### config.mk
export PLATFORM = sky130hd
export DESIGN_NAME = jam_cost_table_flat
export DESIGN_NICKNAME = d
export VERILOG_FILES = /design/src/rtl/jam_cost_table_if.sv /design/src/rtl/jam_cost_table.sv /design/src/flat_wrapper.sv
export SDC_FILE = /design/constraint.sdc
export NUM_CORES = 1
export LEC_CHECK = 0
export CORE_AREA = 5 5 187 189
export DETAILED_ROUTE_END_ITERATION = 7
export DIE_AREA = 0 0 192 194
export MAX_ROUTING_LAYER = met4
export PLACE_DENSITY_LB_ADDON = 0.1
export SYNTH_ARGS = -nofsm -noshare
export SYNTH_HDL_FRONTEND = slang
export SYNTH_SLANG_ARGS = --single-unit
### constraint.sdc
create_clock -name CLK -period 6.2 [get_ports CLK]
set_input_delay 1.24 -clock CLK [delete_from_list [all_inputs] [get_ports CLK]]
set_output_delay 1.24 -clock CLK [all_outputs]
set_load 0.03 [all_outputs]
### src/rtl/jam_cost_table_if.sv
// Load-stream and lookup bundle between the matrix source / JAM engine and jam_cost_table.
// master drives the stream and lookup indices; slave is the cost table itself.
interface jam_cost_table_if #(
  parameter int COST_W = 7
);
  logic              start;
  logic              in_valid;
  logic              in_ready;
  logic [COST_W-1:0] in_data;
  logic              in_last;
  logic [2:0]        W;
  logic [2:0]        J;
  logic [COST_W-1:0] Cost;
  logic              table_ready;
  logic              err;

  modport master (
    output start, in_valid, in_data, in_last, W, J,
    input  in_ready, Cost, table_ready, err
  );

  modport slave (
    input  start, in_valid, in_data, in_last, W, J,
    output in_ready, Cost, table_ready, err
  );
endinterface

### src/rtl/jam_cost_table.sv
// 8x8 worker/job cost store for the JAM search engine: loads a row-major 64-beat
// stream, checks its framing, and serves combinational (W,J) lookups once complete.
module jam_cost_table #(
  parameter int N_IDX  = 8,
  parameter int COST_W = 7
) (
  input  logic            CLK,
  input  logic            RST,
  jam_cost_table_if.slave bus
);
  localparam int              DEPTH    = N_IDX * N_IDX;
  localparam logic [5:0]      LAST_IDX = 6'(DEPTH - 1);

  typedef enum logic [1:0] {S_IDLE, S_LOAD, S_READY, S_ERR} state_e;

  state_e            state_q, state_d;
  logic [5:0]        cnt_q, cnt_d;
  logic              wr_en;
  logic [COST_W-1:0] mem_q [DEPTH];

  always_ff @(posedge CLK or posedge RST) begin
    if (RST) begin
      state_q <= S_IDLE;
      cnt_q   <= '0;
    end else begin
      state_q <= state_d;
      cnt_q   <= cnt_d;
    end
  end

  // start has priority everywhere: it restarts the load and drops any same-cycle beat.
  always_comb begin
    state_d = state_q;
    cnt_d   = cnt_q;
    wr_en   = 1'b0;
    if (bus.start) begin
      state_d = S_LOAD;
      cnt_d   = '0;
    end else if (state_q == S_LOAD && bus.in_valid) begin
      wr_en = 1'b1;
      cnt_d = cnt_q + 6'd1;
      if (bus.in_last)
        state_d = (cnt_q == LAST_IDX) ? S_READY : S_ERR;
      else if (cnt_q == LAST_IDX)
        state_d = S_ERR;
    end
  end

  // Storage is deliberately unreset; it is masked off until the table is READY.
  always_ff @(posedge CLK) begin
    if (wr_en) mem_q[cnt_q] <= bus.in_data;
  end

  assign bus.in_ready    = (state_q == S_LOAD);
  assign bus.table_ready = (state_q == S_READY);
  assign bus.err         = (state_q == S_ERR);
  assign bus.Cost        = bus.table_ready ? mem_q[{bus.W, bus.J}] : '0;
endmodule

### src/flat_wrapper.sv
// flat-port wrapper written by rule: the top's interface ports become plain ports
module jam_cost_table_flat 
#(
  parameter int N_IDX  = 8,
  parameter int COST_W = 7
)
  (CLK, RST, bus_start, bus_in_valid, bus_in_data, bus_in_last, bus_W, bus_J, bus_in_ready, bus_Cost, bus_table_ready, bus_err);
  jam_cost_table_if #(.COST_W(COST_W)) bus_i ();
  input  logic CLK;
  input  logic RST;
  input wire logic [$bits(bus_i.start)-1:0] bus_start;
  input wire logic [$bits(bus_i.in_valid)-1:0] bus_in_valid;
  input wire logic [$bits(bus_i.in_data)-1:0] bus_in_data;
  input wire logic [$bits(bus_i.in_last)-1:0] bus_in_last;
  input wire logic [$bits(bus_i.W)-1:0] bus_W;
  input wire logic [$bits(bus_i.J)-1:0] bus_J;
  output wire logic [$bits(bus_i.in_ready)-1:0] bus_in_ready;
  output wire logic [$bits(bus_i.Cost)-1:0] bus_Cost;
  output wire logic [$bits(bus_i.table_ready)-1:0] bus_table_ready;
  output wire logic [$bits(bus_i.err)-1:0] bus_err;
  assign bus_i.start = bus_start;
  assign bus_i.in_valid = bus_in_valid;
  assign bus_i.in_data = bus_in_data;
  assign bus_i.in_last = bus_in_last;
  assign bus_i.W = bus_W;
  assign bus_i.J = bus_J;
  assign bus_in_ready = bus_i.in_ready;
  assign bus_Cost = bus_i.Cost;
  assign bus_table_ready = bus_i.table_ready;
  assign bus_err = bus_i.err;
  jam_cost_table #(.N_IDX(N_IDX), .COST_W(COST_W)) u_core (.CLK(CLK), .RST(RST), .bus(bus_i));
endmodule
Word level (Yosys, flattened, before mapping):

Memories as Yosys holds them, arrays and structs flattened.
Cells that the tools add are included.

* equality and inequality tests: 4
* add/sub/neg operators: 1
* $lt $le $gt $ge: 0
* shifts and indexed selects: 0
* multiplexer cells: 12
* div/mod/pow operators: 0
* reductions and logical operators: 4
* multiply operators: 0
* bitwise gates (word level): 0

Operator list (number)
* $mux 6: 2
* $mux 2: 4
* $mux 7: 1
* $add 6x1->6 const B: 1
* $eq 6x6->1 const B: 1
* $mux 1: 5
* $eq 2x2->1 const B: 2
* $reduce_bool 3->1: 1
* $eq 2x1->1 const B: 1
* $reduce_and 2->1: 1
* $reduce_bool 2->1: 1
* $logic_and 1x1->1: 1

* bits in latches: 0
* input bits: 18
* register bits: 8
* logic and storage cells: 24
* bits in read-only memories: 0
* RAM bits: 448
* memories: 1

Memories
* u_core.mem_q: depth 64, bits a word 7, rd ports 1, clocked after Yosys merged registers in 0, write ports 1, RTL line jam_cost_table.sv:19 `logic [COST_W-1:0] mem_q [DEPTH];`

Depth between registers and ports, before layout:

Gate-level depths: netlist of run 1.

* depth after elaboration: 6
* depth in mapped cells: 9

Worst setup path before layout of run 1:

Ideal clock, no wire load.

* path type: in2out
* start: in bus_J[0]
* end: out bus_Cost[6]
* setup slack: 1.518 ns
* data arrival time: 3.442 ns
* stages on the path: 7
* cells stage by stage: buf_6 > buf_8 > buf_4 > buf_2 > buf_2 > o21ai_0 > o311ai_0

* longest elaborated chain between the ends: 2

RTL lines
* from (decl): RTL line flat_wrapper.sv:16 `input wire logic [$bits(bus_i.J)-1:0] bus_J;`
* $mem_v2 64x7
* $mux 7: RTL line jam_cost_table.sv:57 `assign bus.Cost = bus.table_ready ? mem_q[{bus.W, bus.J}] : '0;`
* to (decl): RTL line flat_wrapper.sv:18 `output wire logic [$bits(bus_i.Cost)-1:0] bus_Cost;`

Every way passes these cells.

Worst setup path in the final report of run 1:

* start: in bus_W[1]
* end: out bus_Cost[6]

* longest elaborated chain between the ends: 2

RTL lines
* from (decl): RTL line flat_wrapper.sv:15 `input wire logic [$bits(bus_i.W)-1:0] bus_W;`
* $mem_v2 64x7
* $mux 7: RTL line jam_cost_table.sv:57

Every way passes these cells.

==> out/metrics.csv, run 1 <==
metric,value,unit
post-route-period-util,91.5,%
outcome,"finished, final reports clean",
final-max-slew-violation-count,0,
post_cts_buffers,0,
p_leak,0.00618,µW
chipWidth,192,µm
ff2ff_path_depth,5,
dieArea,37200,µm²
rsz0062_at_grt,false,
synth_top_area_cell,edfxtp_1,
drt_iter0_drc,852,
place_hpwl,23.9,mm
netlist_instances,854,
finish.utilization,60.3,%
cts_num_sinks,456,
ctsResizeCount,0,
initial_core_util,54.1,%
finalSetupTns,0,ns
finalHoldViolCount,0,
cts_made_buffers,45,
worstHoldStart,u_core.state_q[0],
p_switching,1270,µW
fin_hold_ws,0.562,ns
row_count,67,
avgSynthCellArea,21.0,µm²
worstReg2RegEnd,u_core.mem_q[43][5],
fin_worst_skew,0.0170,ns
hold_end,u_core.state_q[0],
synthToLayoutAreaGrowth,11.5,%
worst_pin_slew,1.33,ns
antenna_found_initial,0,
antenna_left,0,
cp-end-kind,output port,
cts.clk_slew.worst_paths,0.06,ns
ir_drop,255,µV
cts_root_buf,clkbuf_16,
slew_headroom,10.7,%
synth_cell_types,43,
stdcell_count,1382,
fin_nets,916,
vias_per_cell,6.14,
synth.ff_latch_count,456,
min-delay-path-class,flip-flop to flip-flop,
r2r_setup_slack,3.25,ns
fmax,176,MHz
synthTopCellsByArea,"edfxtp_1 (75%), mux4_2 (15%), mux2i_1 (1.3%)",
syn_area,17900,µm²
dr.pass1.iters,5,
r2r_start,u_core.state_q[0],
via_count,8479,
grt.total_usage,21.9,%
setup_viol,0,
insertion_delay,0.54,ns
intPower,4930,µW
cp_max_fo,12,
combPwrFrac,4.4,%
p_per_area,311,nW/µm²
worst_ep_arrival_time,4.44,ns
holdBufCountCts,0,
start_kind,primary input,
port_buffers,27,
cts_max_path_buffers,3,
htreeDepth,2,
final_layout_size_suffix_gt1_share,22.9,%
worstPathRequired,4.96,ns
p_seq_share,54.8,%
dpl.cell_count,1297,
min_path_cells,1,
grt_pass1_vias,8887,
place_congestion,0.803,
drc,0,
antenna_cells,0,
wl_per_cell,28.2,µm
routed_wl,39.0,mm
ios,28,
critical_path_class,primary input to output port,
ys_seq_area_share,76.2,%
ys_warn_count,0,
maxCapViolCount,0,
coreArea,33100,µm²
overflow,0,
grt_pass1_wl,58.5,mm
grt_max_degree,65,
synth_nets,873,
post-route-min-period,5.68,ns
synth_top_area_share,75.1,%
die_height,194,µm
pwr-share-clk,40.8,%
cts_tree,done,
p_sw_share,20.5,%
placed cells by master, fill, tap and decap left out, drive strengths merged, types with 2 or more instances in the layout:
| cell | count |
|---|---|
| nor3b | 2 |
| clkbuf | 61 |
| nor2 | 64 |
| edfxtp | 448 |
| a21oi | 5 |
| nor3 | 18 |
| a211oi | 6 |
| clkinv | 21 |
| nand2 | 28 |
| dfrtp | 8 |
| or2 | 5 |
| mux2i | 24 |
| nand3 | 11 |
| a221oi | 2 |
| and2 | 2 |
| buf | 27 |
| xor2 | 3 |
| mux4 | 119 |
| or3 | 2 |
| nand2b | 4 |
| o21ai | 8 |
| o311ai | 2 |
| o22ai | 9 |
| inv | 4 |
| nor2b | 9 |
| o221ai | 4 |
| a22oi | 6 |
| nand3b | 3 |
| clkdlybuf4s50 | 17 |
Yosys cell counts, drive strengths merged:
cell	count
dfrtp	8
xor2	3
ha	1
nand2	28
mux2	1
clkbuf	17
or3	2
mux2i	24
nor3b	2
edfxtp	448
nor3	18
nor2	64
a311o	1
a21oi	5
a21o	1
and3b	1
o31ai	1
buf	31
a221oi	2
o211ai	1
nand3b	3
xnor2	1
nand2b	4
a211oi	6
o22ai	9
or3b	1
and3	1
o311ai	2
nand3	11
o21ai	8
nor2b	9
inv	3
nor4b	1
or2	5
and2	2
a22oi	6
mux4	119
o221ai	4
layout make-up:
cell class,instances,area (µm²)
Multi-Input combinational cell,347,3990
Timing Repair Buffer,44,382
Sequential cell,456,13700
Clock buffer,61,1230
Tap cell,448,561
Fill cell,2335,13200
Inverter,3,11.3
Clock inverter,23,136
metal layers:
metal	wire length (µm)	up-vias	part of all wire [%]	track usage, %
met5	0	-	0	-
met4	785	0	2.0	4.99
met3	2510	55	6.4	3.46
met2	19700	314	50	35.0
met1	16000	4482	41	30.6
li1	-	3628	-	-
how the worst max path moves through the flow:
stage                        start          end  slack, ns  depth (start not counted)
after floorplan           bus_J[0]  bus_Cost[6]       1.52                          7
after CTS                 bus_W[1]  bus_Cost[6]       0.52                          7
final                     bus_W[1]  bus_Cost[6]       0.52                          7
after global placement    bus_W[1]  bus_Cost[6]       0.62                          7
after detailed placement  bus_W[1]  bus_Cost[6]       0.54                          7
after global routing      bus_W[1]  bus_Cost[6]       0.35                          7
critical path, stage by stage:
cell and delay (ns):
clkdlybuf4s50_1 0.64, inv_1 0.68, nand2_1 0.14, nand3_1 0.13, o21ai_0 0.08, o311ai_0 0.70
clkdlybuf4s50_1 0.82
registers in the layout, summed over array words and instances, names as in the netlist:
signal and cells:
u_core.mem_q 448, u_core.cnt_q 6, u_core.state_q 2
through the flow:
| step | total power (µW) | cell area (µm²) | setup slack [ns] |
|---|---|---|---|
| floorplan | 3630 | 17900 | 1.52 |
| global placement | 3740 | 18600 | 0.617 |
| detailed placement | 3740 | 18600 | 0.544 |
| finish | 6200 | 20000 | 0.525 |
| global route | 6390 | 20000 | 0.346 |
| CTS | 6240 | 20000 | 0.524 |
power by group through the flow:
stage / Clock (µW) / Combinational [µW] / Sequential, µW
after CTS: 2570 / 281 / 3400
after global routing: 2700 / 297 / 3400
after detailed placement: 0 / 281 / 3460
final: 2530 / 275 / 3400
after floorplan: 0 / 165 / 3460
after global placement: 0 / 274 / 3460
cell families after synthesis:
family,after synthesis,share of synthesized area [%]
and+or+nand+nor,152,3.90
AOI/OAI and AO/OA,46,1.75
xor gates and xnor gates,4,0.196
buffers and inverters,51,1.49
muxes,144,16.4
adders and majority gates,1,0.0698
DFF,456,76.2
No activity file was read; power rests on OpenSTA's default activity.
==> inputs of run 2 (changes only) <==
Settings changed: ABC_AREA set to 1, CORE_AREA 5 5 187 189 to 5 5 192 194, DIE_AREA 0 0 192 194 to 0 0 197 199.
==> run 2 against run 1 <==
Sequential cell count did not move. Routed wire length grew 21%. Critical path depth increased by 5. Die area is 5.2% higher. Critical path type unchanged. Highest routed layer unchanged.
==> out/metrics.csv, run 2 <==
metric,value,unit
fin_nets,1674,
htreeDepth,2,
cts_root_buf,clkbuf_16,
finalHoldViolCount,0,
synthTopCellsByArea,"edfxtp_1 (71%), nand2_1 (11%), nand3_1 (10%)",
holdBufCountCts,0,
overflow,0,
grt_pass1_wl,72.4,mm
total_power,6450,µW
min-delay-path-class,flip-flop to flip-flop,
reg.largest.list,"u_core.mem_q x448, u_core.cnt_q x6, u_core.state_q x2",
cp_slowest_stage_delay,0.76,ns
worstPathRequired,4.96,ns
synth_nets,1668,
cp_max_fo,82,
worst_path_max_delay_cell,clkdlybuf4s50_1,
fmax,184,MHz
most-common-layout-cells,"nand2_1 (578), edfxtp_1 (448), nand3_1 (384), nor2_1 (76), clkbuf_16 (49)",
drt_iter0_drc,1059,
cts.clk_slew.worst_paths,0.06,ns
maxCapViolCount,0,
port_buffers,27,
post_cts_buffers,0,
top_register,u_core.mem_q,
initial_core_util,54.0,%
p_leak,0.00745,µW
final-max-slew-violation-count,0,
cp-end-kind,output port,
cts_made_buffers,47,
critical_path_class,primary input to output port,
fin_worst_skew,0.0139,ns
antenna_left,0,
synthMostInstantiatedCell,nand2_1,
synth.ff_latch_count,456,
post-route-min-period,5.44,ns
dr.pass1.iters,5,
place_congestion,0.838,
cts_num_sinks,456,
final_layout_size_suffix_gt1_share,6.21,%
cts_max_path_buffers,3,
ys_async_sr_fraction,1.75,%
synth_top_area_share,71.1,%
setup_viol,0,
largest_reg_flops,448,
slew_headroom,37.3,%
min_path_cells,2,
routed_wl,47.3,mm
wl_per_cell,22.0,µm
rsz0062_at_grt,false,
insertion_delay,0.56,ns
drc,0,
ios,28,
cp_num_buf_inv,4,
outcome,"finished, final reports clean",
netlist_instances,1649,
synth_commonest_cells,"nand2_1 (578), edfxtp_1 (448), nand3_1 (384), nor2_1 (76), buf_2 (44)",
worst_pin_slew,0.937,ns
synthFlopType,edfxtp_1,
crit_family,buffers and inverters,
finalSetupTns,0,ns
synth_edf_count,448,
avgSynthCellArea,11.5,µm²
place_hpwl,26.8,mm
worst_ep_arrival_time,4.20,ns
ys_seq_area_share,72.2,%
grt_pass1_vias,11900,
dieArea,39200,µm²
ir_drop,316,µV
ctsResizeCount,0,
synthToLayoutAreaGrowth,10.2,%
grt.total_usage,25.2,%
crit_path_cell_trace,"buf_6, inv_6, buf_4, nand2_1, nand3_1, nand3_1, nand2_1, nand2_1, nand3_1, nand3_1, a21oi_1, clkdlybuf4s50_1",
row_count,69,
synth_top_area_cell,edfxtp_1,
grt_max_degree,83,
coreArea,35100,µm²
post-route-period-util,87.7,%
ff2ff_path_depth,5,
via_count,12300,
cts_tree,done,
cp.depth,12,
antenna_cells,0,
ys_warn_count,0,
start_kind,primary input,
synth_cell_types,27,
crit_top_cell,nand3_1,
syn_area,18900,µm²
final_common_cell,nand2_1,
p_per_area,310,nW/µm²
antenna_found_initial,0,
die_height,199,µm
vias_per_cell,5.70,
chipWidth,197,µm
-- run 2: cell types whose count changed in the layout (fill, tap and decap cells not counted), sizes merged, moves of 10 or more --
| cell | delta |
|---|---|
| mux2i | -24 |
| inv | +23 |
| nor2 | +12 |
| nor3 | -10 |
| nand2 | +550 |
| nand3 | +373 |
| mux4 | -119 |
-- run 2: worst min-delay path, stage by stage (launching register included) --
cell and delay [ns]:
dfrtp_1 0.39, nand2_1 0.06, o21ai_0 0.06
-- run 2: worst paths after layout --
kind,from,end,slack [ns]
max,bus_J[0],bus_Cost[4],0.76
min,u_core.state_q[1],u_core.state_q[1],0.55
max reg2reg,u_core.state_q[1],u_core.mem_q[49][6],3.10
min reg2reg,u_core.state_q[1],u_core.state_q[1],0.55
max in group asynchronous,RST,u_core.cnt_q[2],4.95
min in group asynchronous,RST,u_core.cnt_q[0],0.99
-- run 2: cell type report --
| type | count | area (µm²) |
|---|---|---|
| Clock inverter | 22 | 154 |
| Tap cell | 461 | 577 |
| Timing Repair Buffer | 53 | 487 |
| Multi-Input combinational cell | 1067 | 4550 |
| Sequential cell | 456 | 13700 |
| Clock buffer | 63 | 1300 |
| Inverter | 30 | 119 |
| Fill cell | 2905 | 14200 |
-- run 2: through the flow --
step	hold WS [ns]	utilization (%)	instances	setup slack (ns)	instance area, µm²
2_1_floorplan	0.496	-	1649	2.33	18900
3_3_place_gp	0.539	55.3	2067	0.774	19400
3_5_place_dp	0.536	55.3	2067	0.769	19400
4_1_cts	0.551	59.5	2152	0.760	20800
5_1_grt	0.600	59.5	2152	0.580	20800
6_report	0.550	59.5	2152	0.763	20800
-- run 2: cells by family after synthesis --
| logic type | synth area share (%) |
|---|---|
| adders and majority gates | 0.0661 |
| DFF | 72.2 |
| buffers and inverters | 3.73 |
| and+or+nand+nor | 23.5 |
| AOI/OAI and AO/OA | 0.503 |
-- run 2: routing by layer --
metal	global-route usage, %	share of wire [%]	vias up	wire [µm]
li1	-	-	5774	-
met1	34.5	42	5946	19700
met2	40.0	49	472	23000
met3	3.98	7.6	75	3580
met4	6.81	2.4	0	1120
met5	-	0	-	0
-- run 2: where the power goes --
part           leakage (µW)  internal (µW)  switching, µW
registers           0.00413           3390           3.79
clock network      0.000712           1550           1130
logic               0.00261           95.3            281
total               0.00745           5030           1420
==> inputs of run 3 (changes only) <==
Settings changed: CTS_CLUSTER_DIAMETER set to 60.
==> results of run 3 <==
The final DEF is identical to that of run 2; final timing and power are the same.
